===== config.mk =====
export PLATFORM = sky130hd
export DESIGN_NAME = pit_timer
export DESIGN_NICKNAME = d
export VERILOG_FILES = /design/src/rtl/pit_pkg.sv /design/src/rtl/pit_channel.sv /design/src/rtl/pit_timer.sv
export SDC_FILE = /design/constraint.sdc
export NUM_CORES = 1
export LEC_CHECK = 0
export BUFFER_PORTS_ARGS = -buffer_cell sky130_fd_sc_hd__buf_2
export CAP_MARGIN = 5
export CORE_MARGIN = 8
export CORE_UTILIZATION = 30
export CTS_BUF_LIST = sky130_fd_sc_hd__clkbuf_4 sky130_fd_sc_hd__clkbuf_8 sky130_fd_sc_hd__clkbuf_16
export DETAILED_ROUTE_END_ITERATION = 10
export PLACE_DENSITY_LB_ADDON = 0.1
export SLEW_MARGIN = 20
export SYNTH_ARGS = -nofsm -noshare
export SYNTH_HDL_FRONTEND = slang
export SYNTH_SLANG_ARGS = --single-unit
export TNS_END_PERCENT = 1

===== constraint.sdc =====
create_clock -name clk_i -period 11.39 [get_ports clk_i]
set_input_delay 1.7085 -clock clk_i [delete_from_list [all_inputs] [get_ports clk_i]]
set_output_delay 1.7085 -clock clk_i [all_outputs]
set_load 0.1 [all_outputs]

===== src/rtl/pit_pkg.sv =====
// Shared definitions for the programmable interval timer.
//   pit_mode_t       : counting mode held in CTRL[1:0]
//   REG_*            : per-channel register offsets (addr[1:0])
//   CTRL_* / STAT_*  : bit positions inside CTRL and STATUS
//   bcd_dec          : one-step BCD decrement, borrow rippling across nibbles
//   bcd_half         : BCD divide-by-two, used for the SQUARE high/low split
//   mode_out_init    : waveform level a channel shows right after load / mode change
// The BCD helpers are only referenced when PIT_BCD_EN is defined.
package pit_pkg;

  typedef enum logic [1:0] {ONESHOT, RATE, SQUARE, STROBE} pit_mode_t;

  localparam logic [1:0] REG_CTRL   = 2'd0;
  localparam logic [1:0] REG_RELOAD = 2'd1;
  localparam logic [1:0] REG_COUNT  = 2'd2;
  localparam logic [1:0] REG_STATUS = 2'd3;

  localparam int unsigned CTRL_MODE_LO = 0;
  localparam int unsigned CTRL_MODE_HI = 1;
  localparam int unsigned CTRL_BCD     = 2;
  localparam int unsigned CTRL_EN      = 3;
  localparam int unsigned CTRL_IRQ_EN  = 4;

  localparam int unsigned STAT_OUT     = 0;
  localparam int unsigned STAT_PENDING = 1;
  localparam int unsigned STAT_RUNNING = 2;
  localparam int unsigned STAT_LATCH   = 3;

  // Out-of-range nibbles (A..F) simply decrement as binary for that digit.
  function automatic logic [63:0] bcd_dec(input logic [63:0] value, input int unsigned ndig);
    logic [63:0] res;
    logic        borrow;
    logic [3:0]  d;
    res    = value;
    borrow = 1'b1;
    for (int i = 0; i < 16; i++) begin
      if (i < int'(ndig) && borrow) begin
        d = value[4*i +: 4];
        if (d == 4'd0) begin
          res[4*i +: 4] = 4'd9;
        end else begin
          res[4*i +: 4] = d - 4'd1;
          borrow        = 1'b0;
        end
      end
    end
    return res;
  endfunction

  function automatic logic [63:0] bcd_half(input logic [63:0] value, input int unsigned ndig);
    logic [63:0] res;
    logic        rem;
    logic [4:0]  v;
    res = '0;
    rem = 1'b0;
    for (int i = 15; i >= 0; i--) begin
      if (i < int'(ndig)) begin
        v             = {1'b0, value[4*i +: 4]} + (rem ? 5'd10 : 5'd0);
        res[4*i +: 4] = v[4:1];
        rem           = v[0];
      end
    end
    return res;
  endfunction

  function automatic logic mode_out_init(input pit_mode_t m);
    return m != ONESHOT;
  endfunction

endpackage


===== src/rtl/pit_channel.sv =====
// One timer channel: down-counter, mode sequencing, waveform output, W1C pending flag and
// count latch. Bus strobes arrive already qualified by chip select and channel decode.
//   clk_i, reset_i   : clock, asynchronous active-high reset
//   wr_i, rd_i       : write / read strobe for this channel
//   reg_i            : register offset
//   wdata_i          : write data
//   tick_i, gate_i   : count enable pulse and level gate
//   rdata_o          : combinational read value for reg_i
//   out_o, irq_o     : waveform output, pending & irq_en
// Optional feature: PIT_BCD_EN enables BCD counting selected by CTRL.bcd.
module pit_channel
  import pit_pkg::*;
#(
  parameter int unsigned CNT_W = 16
) (
  input  logic             clk_i,
  input  logic             reset_i,
  input  logic             wr_i,
  input  logic             rd_i,
  input  logic [1:0]       reg_i,
  input  logic [CNT_W-1:0] wdata_i,
  input  logic             tick_i,
  input  logic             gate_i,
  output logic [CNT_W-1:0] rdata_o,
  output logic             out_o,
  output logic             irq_o
);

  localparam int unsigned NDig = CNT_W / 4;

  pit_mode_t        mode_q, mode_d;
  logic             en_q, en_d, irq_en_q, irq_en_d;
  logic [CNT_W-1:0] reload_q, reload_d, count_q, count_d, latch_q, latch_d;
  logic             out_q, out_d, pending_q, pending_d, running_q, running_d;
  logic             latch_vld_q, latch_vld_d, loaded_q, loaded_d;
  logic             bcd_q;

  logic wr_ctrl, wr_reload, wr_status, rd_count, latch_req, step, term, hw_pend;
  logic [CNT_W-1:0] dec_val, half_val;

  assign wr_ctrl   = wr_i && (reg_i == REG_CTRL);
  assign wr_reload = wr_i && (reg_i == REG_RELOAD);
  assign wr_status = wr_i && (reg_i == REG_STATUS);
  assign rd_count  = rd_i && (reg_i == REG_COUNT);
  assign latch_req = wr_status && wdata_i[STAT_LATCH];
  assign step      = tick_i && gate_i && running_q;
  assign term      = (count_q == CNT_W'(1));

`ifdef PIT_BCD_EN
  logic bcd_d;
  assign bcd_d = wr_ctrl ? wdata_i[CTRL_BCD] : bcd_q;
  always_ff @(posedge clk_i or posedge reset_i) begin
    if (reset_i) bcd_q <= 1'b0;
    else         bcd_q <= bcd_d;
  end
`else
  assign bcd_q = 1'b0;
`endif

  // Reload 0 stands for the full range, so its half is the top-digit midpoint.
  always_comb begin
    dec_val  = count_q - CNT_W'(1);
    half_val = (reload_q == '0) ? (CNT_W'(1) << (CNT_W - 1)) : (reload_q >> 1);
`ifdef PIT_BCD_EN
    if (bcd_q) begin
      dec_val  = CNT_W'(bcd_dec(64'(count_q), NDig));
      half_val = (reload_q == '0) ? (CNT_W'(5) << (CNT_W - 4))
                                  : CNT_W'(bcd_half(64'(reload_q), NDig));
    end
`endif
  end

  always_comb begin
    mode_d      = mode_q;
    en_d        = en_q;
    irq_en_d    = irq_en_q;
    reload_d    = reload_q;
    count_d     = count_q;
    latch_d     = latch_q;
    out_d       = out_q;
    pending_d   = pending_q;
    running_d   = running_q;
    latch_vld_d = latch_vld_q;
    loaded_d    = loaded_q;
    hw_pend     = 1'b0;

    // A reload write swallows any tick in the same cycle.
    if (wr_reload) begin
      reload_d  = wdata_i;
      count_d   = wdata_i;
      running_d = en_q;
      out_d     = mode_out_init(mode_q);
      loaded_d  = 1'b1;
    end else if (step) begin
      unique case (mode_q)
        ONESHOT, STROBE: begin
          count_d = dec_val;
          if (term) begin
            out_d     = (mode_q == ONESHOT);
            hw_pend   = 1'b1;
            running_d = 1'b0;
          end
        end
        RATE: begin
          if (term) begin
            count_d = reload_q;
            out_d   = 1'b1;
            hw_pend = 1'b1;
          end else begin
            count_d = dec_val;
            out_d   = (dec_val != CNT_W'(1));
          end
        end
        SQUARE: begin
          if (term) begin
            count_d = reload_q;
            out_d   = 1'b1;
            hw_pend = 1'b1;
          end else begin
            count_d = dec_val;
            out_d   = (dec_val > half_val);
          end
        end
        default: ;
      endcase
    end else if (mode_q == STROBE && !out_q && !running_q && tick_i && gate_i) begin
      // Strobe pulse lasts exactly one tick after terminal count.
      out_d = 1'b1;
    end

    if (wr_ctrl) begin
      mode_d   = pit_mode_t'(wdata_i[CTRL_MODE_HI:CTRL_MODE_LO]);
      en_d     = wdata_i[CTRL_EN];
      irq_en_d = wdata_i[CTRL_IRQ_EN];
      if (mode_d != mode_q) begin
        running_d = 1'b0;
        out_d     = mode_out_init(mode_d);
      end else if (!wdata_i[CTRL_EN]) begin
        running_d = 1'b0;
      end else if (!en_q && loaded_q) begin
        // Resume from the frozen count; never start on an unloaded counter.
        running_d = 1'b1;
      end
    end

    if (rd_count && !latch_req) latch_vld_d = 1'b0;
    if (wr_status && wdata_i[STAT_PENDING]) pending_d = 1'b0;
    if (latch_req) begin
      latch_d     = count_q;
      latch_vld_d = 1'b1;
    end
    if (hw_pend) pending_d = 1'b1;
  end

  always_ff @(posedge clk_i or posedge reset_i) begin
    if (reset_i) begin
      mode_q      <= ONESHOT;
      en_q        <= 1'b0;
      irq_en_q    <= 1'b0;
      reload_q    <= '0;
      count_q     <= '0;
      latch_q     <= '0;
      out_q       <= 1'b0;
      pending_q   <= 1'b0;
      running_q   <= 1'b0;
      latch_vld_q <= 1'b0;
      loaded_q    <= 1'b0;
    end else begin
      mode_q      <= mode_d;
      en_q        <= en_d;
      irq_en_q    <= irq_en_d;
      reload_q    <= reload_d;
      count_q     <= count_d;
      latch_q     <= latch_d;
      out_q       <= out_d;
      pending_q   <= pending_d;
      running_q   <= running_d;
      latch_vld_q <= latch_vld_d;
      loaded_q    <= loaded_d;
    end
  end

  always_comb begin
    rdata_o = '0;
    unique case (reg_i)
      REG_CTRL: begin
        rdata_o[CTRL_MODE_HI:CTRL_MODE_LO] = mode_q;
        rdata_o[CTRL_BCD]                  = bcd_q;
        rdata_o[CTRL_EN]                   = en_q;
        rdata_o[CTRL_IRQ_EN]               = irq_en_q;
      end
      REG_RELOAD: rdata_o = '0;
      REG_COUNT:  rdata_o = (latch_vld_q && !latch_req) ? latch_q : count_q;
      REG_STATUS: begin
        rdata_o[STAT_OUT]     = out_q;
        rdata_o[STAT_PENDING] = pending_q;
        rdata_o[STAT_RUNNING] = running_q;
        rdata_o[STAT_LATCH]   = latch_vld_q;
      end
      default: rdata_o = '0;
    endcase
  end

  assign out_o = out_q;
  assign irq_o = pending_q && irq_en_q;

endmodule


===== src/rtl/pit_timer.sv =====
// Multi-channel programmable interval timer: NCH independent down-counters behind a
// register bus. Address = {channel, reg[1:0]}; rdata is registered, one clock after rd & cs.
//   clk_i, reset_i   : clock, asynchronous active-high reset
//   cs_i, rd_i, wr_i : chip select, read and write strobes
//   addr_i, wdata_i  : register address and write data
//   rdata_o          : registered read data, held until the next read
//   tick_i, gate_i   : per-channel count enable pulses and level gates
//   out_o            : per-channel waveform outputs
//   irq_o            : OR of pending & irq_en across channels
// Optional feature: PIT_BCD_EN enables BCD counting (see pit_channel).
module pit_timer
  import pit_pkg::*;
#(
  parameter int unsigned NCH    = 4,
  parameter int unsigned CNT_W  = 16,
  parameter int unsigned ADDR_W = $clog2(NCH) + 2
) (
  input  logic              clk_i,
  input  logic              reset_i,
  input  logic              cs_i,
  input  logic              rd_i,
  input  logic              wr_i,
  input  logic [ADDR_W-1:0] addr_i,
  input  logic [CNT_W-1:0]  wdata_i,
  output logic [CNT_W-1:0]  rdata_o,
  input  logic [NCH-1:0]    tick_i,
  input  logic [NCH-1:0]    gate_i,
  output logic [NCH-1:0]    out_o,
  output logic              irq_o
);

  logic [ADDR_W-1:0] ch_addr;
  logic [CNT_W-1:0]  ch_rdata [NCH];
  logic [NCH-1:0]    ch_irq;
  logic [CNT_W-1:0]  rd_mux, rdata_q, rdata_d;

  assign ch_addr = addr_i >> 2;

  for (genvar i = 0; i < NCH; i++) begin : g_ch
    logic sel;
    assign sel = cs_i && (ch_addr == ADDR_W'(i));

    pit_channel #(
      .CNT_W (CNT_W)
    ) u_ch (
      .clk_i   (clk_i),
      .reset_i (reset_i),
      .wr_i    (wr_i && sel),
      .rd_i    (rd_i && sel),
      .reg_i   (addr_i[1:0]),
      .wdata_i (wdata_i),
      .tick_i  (tick_i[i]),
      .gate_i  (gate_i[i]),
      .rdata_o (ch_rdata[i]),
      .out_o   (out_o[i]),
      .irq_o   (ch_irq[i])
    );
  end

  // Unmapped channels fall through to zero.
  always_comb begin
    rd_mux = '0;
    for (int unsigned i = 0; i < NCH; i++) begin
      if (ch_addr == ADDR_W'(i)) rd_mux = ch_rdata[i];
    end
  end

  assign rdata_d = (cs_i && rd_i) ? rd_mux : rdata_q;

  always_ff @(posedge clk_i or posedge reset_i) begin
    if (reset_i) rdata_q <= '0;
    else         rdata_q <= rdata_d;
  end

  assign rdata_o = rdata_q;
  assign irq_o   = |ch_irq;

endmodule


[Yosys cells after proc, flatten, opt, wreduce, memory -nomap -nowiden]
Index checks and enable logic that the tools add are counted.
Word-level totals
  bits in registers: 244
  bits in latches: 0
  bits in writable memories: 0
  memory bits (read-only): 0
  bits of input ports: 33
  logic and storage cells: 356
  memories kept: 0
Operators by class
  $add $sub $neg: 4
  $mul: 0
  divide/modulo/power cells: 0
  $lt $le $gt $ge: 4
  equal/unequal tests: 30
  shift-type cells: 0
  multiplexer cells: 140
  bitwise logic cells: 0
  reductions and logical operators: 133
Operator list (number)
  $mux W16: 24
  $pmux W16 S2: 4
  $mux W1: 96
  $logic_and A1 B1 Y1: 77
  $eq A16 B1 Y1 const B: 4
  $gt A16 B16 Y1: 4
  $logic_not A16 Y1: 4
  $ne A16 B1 Y1 const B: 4
  $pmux W4 S4: 4
  $sub A16 B1 Y16 const B: 4
  $mux W11: 4
  $reduce_bool A2 Y1: 17
  $eq A2 B2 Y1 const B: 12
  $reduce_or A4 Y1: 5
  $logic_not A1 Y1: 16
  $reduce_or A2 Y1: 8
  $eq A2 B1 Y1 const B: 6
  $pmux W1 S3: 4
  $logic_not A2 Y1: 5
  $ne A2 B2 Y1: 4
  $pmux W1 S2: 4
  $logic_not A4 Y1: 1

[Depth between registers and ports, before layout]
Gate-level depths: netlist of the first run.
  depth in word-level cells: 13
  mapped depth: 16
  depth with buffers taken out: 16

[Modules after synthesis]
A second synthesis of the first run with hierarchy kept.
Second synthesis, totals
  cell total of the unflattened synthesis: 1916
  area, all modules: 16459.5 um^2
Modules (own cells, without submodules)
  pit_channel (g_ch[0].u_ch ...): instances 2, cells each 453, area an instance 3758.6 um^2, sequential area each 1426.4 um^2
  pit_channel (g_ch[3].u_ch): instances 1, cells each 475, area an instance 4020.1 um^2, sequential area each 1426.4 um^2
  pit_channel (g_ch[2].u_ch): instances 1, cells each 466, area an instance 3872.5 um^2, sequential area each 1426.4 um^2
  pit_timer: instances 1, cells each 69, area an instance 1049.8 um^2, sequential area each 400.4 um^2

[Worst setup path after synthesis of the first run]
Ideal clock, no wire load.
  path type: input port to flip-flop
  start point: input addr_i[3]
  end point: register rdata_q[2], in the netlist rdata_o[2]
  library setup time: 0.131 ns
  arrival: 3.703 ns
  required time: 11.259 ns
  setup slack: 7.556 ns
  stages on the path: 8
  buffers on the path: 1
  cells stage by stage: buf_2 nor2b_1 nand3_1 o21ai_1 mux2_2 mux4_2 mux2i_1 o31ai_1
Between the ends
  cells in the longest elaborated chain, start to end: 13
  elaborated cells between the ends (all ways): 40
  classes of those cells: eq/ne: 3; mux: 12; reduce/logical: 25
RTL lines
  start: declaration: line pit_timer.sv:23  | input logic [ADDR_W-1:0] addr_i,
  $logic_not A4 Y1: line pit_timer.sv:41, pit_timer.sv:64
  $logic_and A1 B1 Y1: line pit_timer.sv:41  | assign sel = cs_i && (ch_addr == ADDR_W'(i));
  $logic_and A1 B1 Y1: line pit_timer.sv:48  | .wr_i (wr_i && sel),
  $logic_and A1 B1 Y1: line pit_channel.sv:43  | assign wr_status = wr_i && (reg_i == REG_STATUS);
  $logic_and A1 B1 Y1: line pit_channel.sv:45  | assign latch_req = wr_status && wdata_i[STAT_LATCH];
  $logic_not A1 Y1: line pit_channel.sv:193  | REG_COUNT: rdata_o = (latch_vld_q && !latch_req) ? latch_q : count_q;
  $logic_and A1 B1 Y1: line pit_channel.sv:193
  $mux W16: line pit_channel.sv:193
  $pmux W4 S4: line pit_channel.sv:185  | unique case (reg_i)
  $mux W16 (3 in series): line pit_timer.sv:64  | if (ch_addr == ADDR_W'(i)) rd_mux = ch_rdata[i];
  $mux W16 *: line pit_timer.sv:64
  end signal: assignment: line pit_timer.sv:72  | else rdata_q <= rdata_d;
  end: declaration: line pit_timer.sv:35  | logic [CNT_W-1:0] rd_mux, rdata_q, rdata_d;
Every way passes the cells marked *; elsewhere a longest branch is shown, timed or not.
A chain may end at the register's enable or synchronous reset.

[Worst setup path after layout of the first run]
Ends and elaborated chain as after synthesis.

==> flow_summary.toml, run 1 <==
[sta]
grt_setup_unrepaired = "no"
hold_slack_ps = 466
finalSetupViolCount = 0
min_period_ps = 4960
max_freq_ghz = 0.202
setup_tns_ps = 0
finClkSkew_ps = 26.5
relSlewSlack_pct = 27.7
hold_viol_final = 0
maxSlewViolCount = 0
post-route-period-util_pct = 43.5
layout_setup_ws_ps = 6430
worst_slew_pin_slew_ps = 1080

[critical_path]
critPathCapture = "rdata_o[2]$_DFFE_PP0P_"
rr_startpoint = "g_ch[0].u_ch.count_q[0]$_DFFE_PP0P_"
cp_max_fo = 28
worstSetupStartpoint = "addr_i[3]"
path_class = "primary input to flip-flop"
r2r_slack_ps = 7100
path_cells = "buf_2 -> nor2b_1 -> nand3_1 -> o21ai_2 -> mux2_2 -> mux4_2 -> mux2i_1 -> o31ai_1"
slowest_delay_ps = 890
required_ps = 11830
worstRegToRegCells = 13
timing.rr.end = "g_ch[0].u_ch.out_o$_DFF_PP0_"
slowest_stage = "o21ai_2"
cp.arrival_ps = 5400
critPathLaunchType = "primary input"
end_kind = "flip-flop"

[synthesis]
synth_seq_cells = 244
synthCells = 1810
ys_types = 75
synth_flop_cell = "dfrtp_1"
yosys_warnings = 0
async_reset_ff_share_pct = 100
synth_top_family_by_area = "compound AO/OA/AOI/OAI gates"
syn-cell-area_um2 = 15800
yosys.area_share.simple_pct = 17.3
synth-seq-area-share_pct = 38.6
synthXorXnorAreaFrac_pct = 3.21
synth_compound_gate_area_share_pct = 17.7
yosys.area.top_type = "dfrtp_1"
yosys.area_share.adder_pct = 6.97
synth_edf_count = 0
muxShareOfSynthArea_pct = 10.2
synth.area.top_cells = "dfrtp_1, ha_1, mux2_2"
syn_area_per_cell_um2 = 8.73
synth_top_cell_area_share_pct = 38.6
synth_nets = 1931

[finish]
insertedDiodeCount = 0
final_cells = 2497
layout_common_cells = "dfrtp_1, nand2_1, nor2_1"
area_growth_pct = 11.7
fillers = 5506
drive_gt1_share_pct = 13.8
nNetsFinal = 1909
mostFrequentLayoutCell = "dfrtp_1"

[floorplan]
initial_core_util_pct = 30.2
fp.dieW_um = 246
coreArea_um2 = 52300
die_area_um2 = 60300
fp-row-count = 84
boundaryPins = 54
die_height_um = 246

[global_routing]
grt_pass1_vias = 13257
grt_use_met3_pct = 3.02
antenna_found_initial = 4
busiest_layer = "met2"
use_met1_pct = 25.8
grt_use_met2_pct = 29.3
grt_pass1_wl_mm = 86.4
grt_overflow = 0
grt_use_total_pct = 18.5
grt_max_degree = 125

[clocking]
clkSlewWorstSetupHoldPaths_ps = 60
cts_buffers = 31
cts_tree = "done"
clockBufferDepth = 3
htreeDepth = 1
cts_root_buffer = "clkbuf_16"
postCtsSetupRepairBufs = 0
cts_resized = 0
clk_latency_ps = 590
cts_hold_buf = 0
cts.sinks = 244

[drt]
post_drt_wl_per_cell_um = 22.5
ant_nets = 0
drt-initial-drc-count = 870
viasPerCell = 5.26
dr_total_vias = 13129
routed_wl_mm = 56.3
drc = 0
firstDrtPassIters = 5

[power_and_ir_drop]
p_per_area_nw_per_um2 = 236
power.leakage_nw = 8.11
peakVddDrop_v = 0.000108

[place]
pre_cts_slack_ps = 5890
gp_congestion = 0.852
io_buffers = 53
dp.cells = 2443
place_hpwl_mm = 39.9

[status]
status = "finished clean"

[min_path]
hold_class = "flip-flop to flip-flop"

[job]
cap_violations = 0
==> worst min-delay path by stage <==
stage	slack (ps)	from	endpoint	depth (start not counted)
final	470	g_ch[1].u_ch.loaded_q$_DFFE_PP0P_	g_ch[1].u_ch.loaded_q$_DFFE_PP0P_	1
after floorplan	430	g_ch[0].u_ch.loaded_q$_DFFE_PP0P_	g_ch[0].u_ch.loaded_q$_DFFE_PP0P_	1
after CTS	470	g_ch[0].u_ch.loaded_q$_DFFE_PP0P_	g_ch[0].u_ch.loaded_q$_DFFE_PP0P_	1
after global placement	450	g_ch[0].u_ch.loaded_q$_DFFE_PP0P_	g_ch[0].u_ch.loaded_q$_DFFE_PP0P_	1
after global routing	500	g_ch[2].u_ch.loaded_q$_DFFE_PP0P_	g_ch[2].u_ch.loaded_q$_DFFE_PP0P_	1
after detailed placement	450	g_ch[1].u_ch.loaded_q$_DFFE_PP0P_	g_ch[1].u_ch.loaded_q$_DFFE_PP0P_	1
==> stage by stage <==
stage | util (%) | area, um2 | total power [W]
floorplan | - | 15800 | 0.00260
detailed placement | 31.7 | 16600 | 0.00314
finish | 33.7 | 17700 | 0.00417
global placement | 31.7 | 16600 | 0.00313
global route | 33.7 | 17700 | 0.00450
CTS | 33.7 | 17700 | 0.00422
==> logic make-up (layout without fill, tap and decap cells) <==
family	Yosys count	count (layout)
AOI/OAI and AO/OA	458	458
and+or+nand+nor	580	580
xor gates and xnor gates	58	58
DFF	244	244
adders and majority gates	88	88
muxes	145	145
buffers and inverters	237	236
==> layer usage <==
metal	vias to the layer above	wire length, um	part of all wire, %
met5	-	0	0
met4	0	1450	2.6
met3	64	2650	4.7
met2	265	25300	45
met1	6422	26900	48
li1	6378	-	-
==> layout make-up <==
cell class / count / area [um2] / area share [%]
clock buffers: 44 / 917 / 5.19
clock inverters: 10 / 154 / 0.871
inverters: 107 / 409 / 2.32
multi-input cells: 1329 / 8780 / 49.7
flip-flops and latches: 244 / 6110 / 34.6
well taps: 688 / 861 / 4.87
repair buffers: 75 / 430 / 2.44
==> power breakdown <==
part | internal (W) | switching (W)
logic | 0.000657 | 0.000945
registers | 0.00109 | 0.000437
clock network | 0.000644 | 0.000398
==> cell usage after synthesis, types with 7 or more instances <==
| library cell | n |
|---|---|
| a211oi_1 | 38 |
| a21o_1 | 21 |
| a21oi_1 | 149 |
| a22oi_1 | 8 |
| a311oi_1 | 8 |
| a31oi_1 | 8 |
| a32oi_1 | 9 |
| buf_2 | 11 |
| buf_4 | 9 |
| clkbuf_1 | 106 |
| dfrtp_1 | 244 |
| ha_1 | 88 |
| inv_1 | 107 |
| mux2_2 | 88 |
| mux2i_1 | 53 |
| nand2_1 | 199 |
| nand2b_1 | 13 |
| nand3_1 | 28 |
| nand4_1 | 22 |
| nor2_1 | 185 |
| nor2b_1 | 7 |
| nor3_1 | 23 |
| nor3b_1 | 7 |
| nor4_1 | 31 |
| nor4b_1 | 9 |
| o211ai_1 | 19 |
| o21a_1 | 8 |
| o21ai_0 | 122 |
| o21ai_1 | 8 |
| o22ai_1 | 10 |
| o31ai_1 | 15 |
| or3_1 | 7 |
| or4_1 | 12 |
| xnor2_1 | 36 |
| xor2_1 | 22 |
==> critical path, delay by kind of cell <==
| kind | cells | cell delay (ps) |
|---|---|---|
| AOI/OAI and AO/OA | 2 | 970 |
| buffers and inverters | 1 | 440 |
| muxes | 3 | 1030 |
| and+or+nand+nor | 2 | 1240 |
==> sequential cells by signal (all words and copies together) (netlist names), 8 cells and up <==
register            count
g_ch.u_ch.count_q      64
g_ch.u_ch.latch_q      64
g_ch.u_ch.mode_q        8
g_ch.u_ch.reload_q     64
rdata_o                16
(Power assumes the default switching activity.)
==> inputs of run 2 (changes only) <==
==> constraint.sdc (replaced) <==
create_clock -name clk_i -period 4 [get_ports clk_i]
set_input_delay 0.6 -clock clk_i [delete_from_list [all_inputs] [get_ports clk_i]]
set_output_delay 0.6 -clock clk_i [all_outputs]
set_load 0.1 [all_outputs]
==> run 2 against run 1 <==
  * Core utilization up 0.95 points
  * Global-route usage up 0.34 points
  * Clock skew down 12 ps
  * First-iteration DRC count up 2.9%
  * Largest cell class unchanged
  * Critical path type is now flip-flop to flip-flop
  * Via count up 2.1%
  * Combinational power rose to 3.4 times the previous value
  * Setup slack worse by 6100 ps
  * Flip-flop and latch count unchanged
  * Clock power rose to 2.6 times the previous value
==> flow_summary.toml, run 2 (synthesis results as in run 1) <==
[critical_path]
required_ps = 4420
worstRegToRegCells = 13
rr_startpoint = "g_ch[0].u_ch.count_q[4]$_DFFE_PP0P_"
cp_max_fo = 3
end_kind = "flip-flop"
cp.arrival_ps = 4130
path_class = "flip-flop to flip-flop"
critPathLaunchType = "flip-flop"
worstSetupStartpoint = "g_ch[0].u_ch.count_q[4]$_DFFE_PP0P_"

[drt]
top_layer_used = "met4"
post_drt_wl_per_cell_um = 22.5
viasPerCell = 5.22
met3WireLength_mm = 2.17
drt-met1-wl_mm = 27.7
dr_total_vias = 13400
routed_wl_mm = 57.6
drt-initial-drc-count = 895
ant_nets = 0
wl_met2_mm = 26.7
drc = 0
firstDrtPassIters = 4

[sta]
finalSetupViolCount = 0
min_period_ps = 3710
layout_setup_ws_ps = 289
hold_slack_ps = 147
max_freq_ghz = 0.269
finClkSkew_ps = 14.6
post-route-period-util_pct = 92.8
grt_setup_unrepaired = "yes"
hold_viol_final = 0
maxSlewViolCount = 0
worst_slew_pin_slew_ps = 1110
relSlewSlack_pct = 25.3

[place]
place_hpwl_mm = 42.0
dp.cells = 2514
io_buffers = 53
gp_congestion = 0.877
pre_cts_slack_ps = 210

[power_and_ir_drop]
peakVddDrop_v = 0.000311
power.leakage_nw = 8.43
p_per_area_nw_per_um2 = 664
finalPower_w = 0.0121

[global_routing]
grt_max_degree = 71
antenna_found_initial = 1
grt_overflow = 0
grt_use_total_pct = 18.8
grt_pass1_vias = 13488
grt_pass1_wl_mm = 87.4

[clocking]
postCtsSetupRepairBufs = 0
htreeDepth = 1
cts_hold_buf = 0
clockBufferDepth = 3
cts_root_buffer = "clkbuf_16"
cts.sinks = 244
cts_buffers = 31
cts_resized = 0
cts_tree = "done"
clkSlewWorstSetupHoldPaths_ps = 60
clk_latency_ps = 580

[finish]
nNetsFinal = 1980
reg_top3 = "g_ch.u_ch.count_q: 64 flops, g_ch.u_ch.latch_q: 64 flops, g_ch.u_ch.reload_q: 64 flops"
drive_gt1_share_pct = 17.0
area_growth_pct = 14.9
post-route-util_pct = 34.7
final_cells = 2566
mostFrequentLayoutCell = "dfrtp_1"
insertedDiodeCount = 0
layout_common_cells = "dfrtp_1, nand2_1, nor2_1"

[floorplan]
initial_core_util_pct = 30.2
fp-row-count = 84
coreArea_um2 = 52300
die_area_um2 = 60300
fp.dieW_um = 246
die_height_um = 246
boundaryPins = 54

[job]
cap_violations = 0

[min_path]
hold_class = "primary input to async pin"

[status]
status = "finished clean"
-- run 2: cell types whose count changed in the layout (fill, tap and decap cells not counted), sizes merged --
cell      previous run  this run
clkinv               5         9
clkbuf              44        42
buf                 75       146
clkinvlp             0         1
inv                108       106
bufinv               4         1
-- run 2: path summary, 6_finish.rpt --
path,slack [ps],endpoint
setup reg to reg,290,g_ch[0].u_ch.out_o$_DFF_PP0_
setup / recovery,290,g_ch[0].u_ch.out_o$_DFF_PP0_
min in group clk_i,430,g_ch[0].u_ch.running_q$_DFF_PP0_
max in group asynchronous,2970,g_ch[0].u_ch.reload_q[14]$_DFFE_PP0P_
hold / removal,150,g_ch[0].u_ch.mode_q[0]$_DFFE_PP0P_
hold reg to reg,470,g_ch[0].u_ch.loaded_q$_DFFE_PP0P_
-- run 2: worst max-delay path: stages, from the launching register on --
cell	delay [ps]
dfrtp_1	370
or4_1	560
or2_1	270
or4_1	450
xnor2_2	230
ha_1	290
and3_1	210
and3_1	160
a221oi_1	230
nand3_1	90
o21ai_0	190
a31oi_1	160
a211oi_1	290
a211oi_2	60
-- run 2: per-stage QoR --
step,cell area [um2],TNS [ps]
6_report,18200,0
5_1_grt,18200,-2.78
4_1_cts,18100,0
3_5_place_dp,17100,0
3_3_place_gp,17100,0
2_1_floorplan,15800,0
-- run 2: power by group --
group	total, W	internal, W	switching [W]	leakage, nW
logic	0.00544	0.00217	0.00327	4.87
clock network	0.00274	0.00163	0.00112	0.503
registers	0.00387	0.00312	0.000747	3.06
total	0.0121	0.00692	0.00514	8.43
-- run 2: final cells by class --
| type | count | area [um2] |
|---|---|---|
| fillers | 5495 | 34200 |
| multi-input cells | 1329 | 8800 |
| flip-flops and latches | 244 | 6110 |
| repair buffers | 146 | 1000 |
| clock buffers | 42 | 908 |
| well taps | 688 | 861 |
| inverters | 107 | 405 |
| clock inverters | 10 | 75.1 |
-- run 2: routing by layer --
metal	track usage, %	vias up
li1	-	6515
met1	26.6	6588
met3	2.37	59
met4	3.62	0
met5	0	-
met2	30.7	238
==> inputs of run 3 (changes only) <==
--- a/config.mk
+++ b/config.mk
@@ -5,10 +5,11 @@
 export SDC_FILE = /design/constraint.sdc
 export NUM_CORES = 1
 export LEC_CHECK = 0
+export ABC_AREA = 1
 export BUFFER_PORTS_ARGS = -buffer_cell sky130_fd_sc_hd__buf_2
 export CAP_MARGIN = 5
 export CORE_MARGIN = 8
-export CORE_UTILIZATION = 30
+export CORE_UTILIZATION = 55
 export CTS_BUF_LIST = sky130_fd_sc_hd__clkbuf_4 sky130_fd_sc_hd__clkbuf_8 sky130_fd_sc_hd__clkbuf_16
 export DETAILED_ROUTE_END_ITERATION = 10
 export PLACE_DENSITY_LB_ADDON = 0.1
==> run 3 against run 2 <==
  * Sequential share of layout area grew 2.6 points
  * Die area shrank 45%
  * Critical path depth grew 6
  * Combinational power shrank 2%
  * Maximum frequency grew 28%
  * Largest cell class unchanged
==> flow_summary.toml, run 3 <==
[global_routing]
grt_overflow = 0
grt_pass1_wl_mm = 80.2
grt_use_total_pct = 30.5
grt_pass1_vias = 13996
grt_max_degree = 77
antenna_found_initial = 1

[drt]
post_drt_wl_per_cell_um = 21.0
viasPerCell = 5.91
ant_nets = 0
routed_wl_mm = 51.1
firstDrtPassIters = 6
drt-initial-drc-count = 1588
drc = 0
dr_total_vias = 14407

[critical_path]
path_class = "flip-flop to flip-flop"
end_kind = "flip-flop"
worstRegToRegCells = 19
required_ps = 4440
timing.rr.end = "g_ch[2].u_ch.out_o$_DFF_PP0_"
worstSetupStartpoint = "g_ch[2].u_ch.count_q[1]$_DFFE_PP0P_"
cp_max_fo = 7
path_cells = "inv_1 -> ha_1 -> nand2_1 -> nor2_1 -> nand3_1 -> nand2_1 -> nand2_1 -> ha_1 -> nand2_1 -> inv_1 -> nand3_1 -> nor2_1 -> a31oi_1 -> a21oi_1 -> nand2_1 -> nand2_1 -> nand2_1 -> nand2_1 -> a21oi_1"
crit_buf_inv = 2
critPathLaunchType = "flip-flop"
r2r_slack_ps = 1110
cp.depth = 19
cpLargestDelayFamily = "simple AND/OR/NAND/NOR gates"
cpMostUsedCell = "nand2_1"
slowest_stage = "dfrtp_1"
slowest_delay_ps = 400
cp.arrival_ps = 3330
rr_startpoint = "g_ch[2].u_ch.count_q[1]$_DFFE_PP0P_"

[finish]
drive_gt1_share_pct = 9.48
layout_common_cells = "nand2_1, o21ai_0, dfrtp_1"
reg_top3 = "g_ch.u_ch.count_q: 64 flops, g_ch.u_ch.latch_q: 64 flops, g_ch.u_ch.reload_q: 64 flops"
area_growth_pct = 10.1
nNetsFinal = 2155
fillers = 2606
mostFrequentLayoutCell = "nand2_1"

[floorplan]
boundaryPins = 54
coreArea_um2 = 27600
die_height_um = 183
die_area_um2 = 33400
fp.dieW_um = 183
initial_core_util_pct = 55.4
fp-row-count = 61

[clocking]
cts.sinks = 244
clockBufferDepth = 3
cts_root_buffer = "clkbuf_16"
cts_tree = "done"
cts_hold_buf = 0
clk_latency_ps = 560
htreeDepth = 1
postCtsSetupRepairBufs = 0
cts_resized = 0
cts_buffers = 28
clkSlewWorstSetupHoldPaths_ps = 60

[sta]
post-route-period-util_pct = 72.2
min_period_ps = 2890
layout_setup_ws_ps = 1110
worst_slew_pin_slew_ps = 886
finClkSkew_ps = 18.8
setup_tns_ps = 0
max_freq_ghz = 0.346
grt_setup_unrepaired = "no"
maxSlewViolCount = 0
relSlewSlack_pct = 40.8
hold_viol_final = 0
finalSetupViolCount = 0

[synthesis]
synth.area.top_cells = "dfrtp_1, nand2_1, o21ai_0"
synthCells = 2007
ys_types = 50
synth_nets = 2128
syn_area_per_cell_um2 = 7.63
syn-cell-area_um2 = 15300
synth_edf_count = 0
synth_seq_cells = 244
yosys_warnings = 0
async_reset_ff_share_pct = 100
yosys.area.top_type = "dfrtp_1"
synth_flop_cell = "dfrtp_1"
synth_top_cell_area_share_pct = 39.9
synth_top_cells_by_count = "nand2_1, o21ai_0, dfrtp_1"
synth.most_common_cell = "nand2_1"
synth-seq-area-share_pct = 39.9

[place]
place_hpwl_mm = 37.9
io_buffers = 53
pre_cts_slack_ps = 1080
gp_congestion = 0.969

[job]
cap_violations = 0

[power_and_ir_drop]
p_per_area_nw_per_um2 = 711
peakVddDrop_v = 0.000525
power.leakage_nw = 8.27

[status]
status = "finished clean"

[min_path]
hold_class = "primary input to async pin"
## run 3: cell type report
| class | instances | area (um2) | area share [%] |
|---|---|---|---|
| repair buffers | 68 | 403 | 2.39 |
| multi-input cells | 1426 | 7850 | 46.6 |
| clock buffers | 38 | 831 | 4.93 |
| well taps | 378 | 473 | 2.81 |
| diodes | 2 | 5.00 | 0.0297 |
| inverters | 266 | 1000 | 5.96 |
| flip-flops and latches | 244 | 6110 | 36.2 |
| clock inverters | 14 | 180 | 1.07 |
## run 3: how the worst max path moves through the flow
stage,end,slack (ps)
2_1_floorplan,g_ch[0].u_ch.count_q[0]$_DFFE_PP0P_,200
3_3_place_gp,rdata_o[15]$_DFFE_PP0P_,1050
3_5_place_dp,rdata_o[15]$_DFFE_PP0P_,1080
4_1_cts,g_ch[2].u_ch.out_o$_DFF_PP0_,1120
5_1_grt,g_ch[1].u_ch.out_o$_DFF_PP0_,800
6_report,g_ch[2].u_ch.out_o$_DFF_PP0_,1110
## run 3: kinds of logic after synthesis
kind of cell    synth area share, %
buf+inv                        8.79
fa+ha+maj                      7.19
mux                           0.392
xor+xnor                       1.95
compound gates                 18.8
simple gates                   23.0
flops                          39.9
## run 3: metal layers
layer	part of all wire, %	global-route usage (%)	vias up
met5	0.13	1.18	-
met4	4.9	14.2	4
met3	9.5	7.93	113
met2	42	44.8	656
met1	43	41.7	6843
li1	-	-	6791
## run 3: through the flow
stage                     total power, W  cell area (um2)  utilization [%]  hold slack [ps]  cells
after global routing              0.0129            16800             61.0              278   2434
after CTS                         0.0119            16800             61.0              231   2434
after floorplan                  0.00763            15300                -              440   2007
after detailed placement         0.00910            15800             57.3              462   2382
after global placement           0.00900            15800             57.3              462   2382
final                             0.0120            16900             61.0              221   2436
## run 3: report_power, final
group	internal (W)	switching, W	total, W
clock network	0.00171	0.00109	0.00280
registers	0.00316	0.000699	0.00386
logic	0.00175	0.00359	0.00534
